$ cat config.mk
export PLATFORM = sky130hd
export DESIGN_NAME = mod_counter
export DESIGN_NICKNAME = d
export VERILOG_FILES = /design/src/rtl/mod_counter.sv
export SDC_FILE = /design/constraint.sdc
export NUM_CORES = 1
export LEC_CHECK = 0
export CELL_PAD_IN_SITES_DETAIL_PLACEMENT = 0
export CELL_PAD_IN_SITES_GLOBAL_PLACEMENT = 1
export CORE_MARGIN = 2
export CORE_UTILIZATION = 30
export DETAILED_ROUTE_END_ITERATION = 10
export GPL_TIMING_DRIVEN = 0
export PLACE_DENSITY_LB_ADDON = 0.1
export SLEW_MARGIN = 0
export SYNTH_ARGS = -nofsm -noshare
export SYNTH_HDL_FRONTEND = slang
export SYNTH_SLANG_ARGS = --single-unit
$ cat constraint.sdc
create_clock -name clk -period 2.8 [get_ports clk]
set_input_delay 0.28 -clock clk [delete_from_list [all_inputs] [get_ports clk]]
set_output_delay 0.28 -clock clk [all_outputs]
set_load 0.1 [all_outputs]
$ cat src/rtl/mod_counter.sv
// Up/down modulo counter with load, wrap-or-saturate at the range limits,
// a one-cycle wrap pulse and a sticky overflow flag.
module mod_counter #(
  parameter int          WIDTH = 4,
  parameter int unsigned MAX   = 2**WIDTH-1,
  parameter int          WRAP  = 1
) (
  input  logic             clk,
  input  logic             reset,
  input  logic             en,
  input  logic             up_dn,
  input  logic             load,
  input  logic [WIDTH-1:0] load_val,
  input  logic             clr_ovf,
  output logic [WIDTH-1:0] out,
  output logic             tc,
  output logic             wrap,
  output logic             ovf
);

  localparam logic [WIDTH-1:0] MAXV    = MAX[WIDTH-1:0];
  localparam logic [WIDTH-1:0] ONE     = {{(WIDTH-1){1'b0}}, 1'b1};
  localparam bit               WRAP_EN = (WRAP != 0);

  logic             at_max;
  logic             at_min;
  logic [WIDTH-1:0] out_nxt;
  logic             wrap_nxt;
  logic             ovf_nxt;

  function automatic logic [WIDTH-1:0] clamp(input logic [WIDTH-1:0] v);
    return (v > MAXV) ? MAXV : v;
  endfunction

  assign at_max = (out == MAXV);
  assign at_min = (out == '0);
  assign tc     = up_dn ? at_max : at_min;

  // A limit step always sets ovf; that set overrides a simultaneous clr_ovf.
  always_comb begin
    out_nxt  = out;
    wrap_nxt = 1'b0;
    ovf_nxt  = ovf & ~clr_ovf;
    if (load) begin
      out_nxt = clamp(load_val);
    end else if (en) begin
      if (up_dn) begin
        if (at_max) begin
          ovf_nxt = 1'b1;
          if (WRAP_EN) begin
            out_nxt  = '0;
            wrap_nxt = 1'b1;
          end
        end else begin
          out_nxt = out + ONE;
        end
      end else begin
        if (at_min) begin
          ovf_nxt = 1'b1;
          if (WRAP_EN) begin
            out_nxt  = MAXV;
            wrap_nxt = 1'b1;
          end
        end else begin
          out_nxt = out - ONE;
        end
      end
    end
  end

  always_ff @(posedge clk or negedge reset) begin
    if (!reset) begin
      out  <= '0;
      wrap <= 1'b0;
      ovf  <= 1'b0;
    end else begin
      out  <= out_nxt;
      wrap <= wrap_nxt;
      ovf  <= ovf_nxt;
    end
  end

endmodule

==> impl_metrics.yaml <==
detailed_routing:
  wl_um: 835
  vias: 364
  wl_per_cell_um: 11.0
  via_per_inst: 4.79
  first_iter_violations: 2
  firstDrtPassIters: 2
  drc_errors: 0
  antenna_left: 0
floorplan:
  die_width_um: 40.5
  die_h_um: 40.5
  start_util_pct: 31.6
  core-area_um2: 1270
  ios: 17
  fp.dieArea_um2: 1640
  num_rows: 13
yosys:
  synthAdderAreaFrac_pct: 6.25
  synth.net_count: 55
  muxShareOfSynthArea_pct: 2.50
  seq_area_frac_synth_pct: 37.5
  synth_compound_gate_area_share_pct: 22.5
  synth_most_common_cell: "dfrtp_1"
  avgSynthCellArea_um2: 9.31
  synth-edff-count: 0
  synth_common_cells: "dfrtp_1 (6), nand2_1 (5), o21ai_0 (4)"
  synth_top_area_share_pct: 37.5
  syn-cell-area_um2: 400
  synth_top_family_by_area: "compound AO/OA/AOI/OAI gates"
  ys_ff_latch: 6
  synth_top_area_cell: "dfrtp_1"
  synth-xor-area-share_pct: 6.56
  synth_cell_types: 22
  synth-main-ff-cell: "dfrtp_1"
  synthArstFlopShare_pct: 100
  postSynthCellCount: 43
  ys_warn_count: 0
  synth_area_leaders: "dfrtp_1 (38%), xnor2_1 (6.6%), ha_1 (6.3%), o21ai_0 (5.0%), nand2_1 (4.7%)"
  synth-simple-area-share_pct: 18.1
final_layout:
  fin_nets: 75
  nFillCells: 134
  final_area_um2: 608
  instances_no_fill: 76
  antenna_cells: 0
  final_util_pct: 47.9
  layout-area-overhead-vs-synth_pct: 51.9
  drive_above_1_share_pct: 11.5
clock_network:
  clk_path_buf_depth: 2
  root_buffer: "clkbuf_4"
  clock-sinks: 6
  tritoncts: "yes"
  path_clk_slew_ns: 0.04
  clk_latency_ns: 0.24
  cts-hold-fix-buffers: 0
  htree_levels: 1
  numCtsBuffers: 3
placement:
  portBuffers: 15
  place_inst: 73
  placed_area_um2: 583
  place.gp.congestion: 0.723
  hpwlAfterDp_um: 671
pwr:
  power.switching_uw: 154
  sw_frac_of_total_pct: 43.2
  p_total_uw: 357
  p_per_area_nw_per_um2: 587
  p_clk_share_pct: 21.3
  vdd_drop_max_v: 0.000347
  leakage_uw: 0.000283
  power_frac_seq_pct: 31.2
  internal_power_uw: 203
  pwr-share-comb_pct: 47.5
sta:
  hold_viol: 0
  clock.fmax_mhz: 433
  skew_ns: 0.00320
  slew_headroom_pct: 35.2
  min_period_ns: 2.31
  tns_ns: 0
  tightest_slew_ns: 0.969
  slew_viol_final: 0
  rsz0062_at_grt: "no"
  fin_crit_sh_pct: 82.6
  final-setup-viol-count: 0
outcome:
  outcome: "completed"
global_routing:
  track_usage_pct: 12.8
  grt-ovfl-total: 0
  grt_pass1_vias: 322
  grt_pass1_wl_mm: 1.33
  antenna_found_initial: 0
  grt_max_degree: 10
worst_hold_path:
  hold_path.class: "input port to asynchronous set/reset pin"
run:
  drv_cap: 0
setup_path:
  critPathLaunchType: "flop"
  worstPathArrival_ns: 2.03
  end_kind: "primary output"
  cp.required_ns: 2.52
  crit_path_max_fanout: 8
  worstSetupPathType: "flop to primary output"
==> cells in the final DEF, fill, tap and decap left out <==
cell type        count
a21oi_1              2
a221oi_2             1
a21boi_0             1
nand2_1              5
nand4_1              1
clkdlybuf4s50_1     14
dlymetal6s2s_1       1
o21bai_1             1
ha_1                 2
mux2i_1              1
clkbuf_4             3
nand2b_1             2
o21ai_0              4
clkbuf_1             1
nand3_1              1
xnor2_1              3
buf_6                1
nor2_1               1
a21o_1               2
o31ai_4              1
o31ai_1              1
inv_1                3
or3_4                1
nor3b_1              1
and2b_1              1
dfrtp_1              6
==> sequential cells by signal, indices dropped and copies added, names as in the netlist <==
name	count
out	4
ovf	1
wrap	1
==> critical path, cell delays in order (launching register included) <==
cell and delay [ns]:
dfrtp_1 0.47, inv_1 0.09, ha_1 0.16, nand2b_1 0.11, o31ai_4 0.18, dlymetal6s2s_1 0.77
==> layout make-up <==
type	instances	area, um2	area share [%]
Buffer	2	15.0	2.47
Inverter	3	11.3	1.85
Clock buffer	3	22.5	3.70
Multi-Input combinational cell	32	238	39.1
Timing Repair Buffer	15	153	25.1
Tap cell	15	18.8	3.09
Sequential cell	6	150	24.7
==> power by group through the flow <==
stage | combinational, uW | clock, uW | sequential, uW
after CTS | 171 | 80.1 | 112
after floorplan | 63.2 | 0 | 175
after global routing | 181 | 85.8 | 114
final | 170 | 76.0 | 112
after global placement | 169 | 0 | 112
after detailed placement | 171 | 0 | 113
==> per-layer routing <==
| layer | routed length [um] | global-route usage, % | share of wire, % | vias up |
|---|---|---|---|---|
| met3 | 66 | 7.22 | 7.9 | 0 |
| met2 | 396 | 19.4 | 47 | 16 |
| met1 | 372 | 14.6 | 45 | 160 |
| met5 | 0 | 0 | 0 | - |
| li1 | - | - | - | 188 |
| met4 | 0 | 5.00 | 0 | 0 |
==> stage by stage <==
step           hold WS, ns  worst slack [ns]
2_1_floorplan      -0.0156             0.370
3_3_place_gp         0.456             0.125
3_5_place_dp         0.472             0.124
4_1_cts              0.271            0.0735
5_1_grt              0.289             0.384
6_report             0.277             0.488
==> cell families after synthesis <==
family	after synthesis
DFF	6
buffers and inverters	5
xor gates and xnor gates	3
and+or+nand+nor	13
adders and majority gates	2
AOI/OAI and AO/OA	13
muxes	1
==> what timing repair did <==
action / CTS / global route
gates resized for setup: 0 / 1
endpoints found under the setup margin: 0 / 1
endpoints found under the hold margin: 0 / 0
buffers inserted: 0 / 0
==> path summary, 6_finish.rpt <==
path / end / cells after the start / slack, ns / start
worst max-delay path: tc / 5 / 0.49 / out[0]
worst min-delay path: out[1] / 1 / 0.28 / reset
worst max register to register: out[2] / 6 / 1.35 / out[0]
worst min register to register: ovf / 1 / 0.48 / ovf
max in group asynchronous: out[3] / 1 / 2.31 / reset
min in group clk: out[0] / 3 / 0.40 / load
Note: power is estimated with default switching activity, not from simulation.
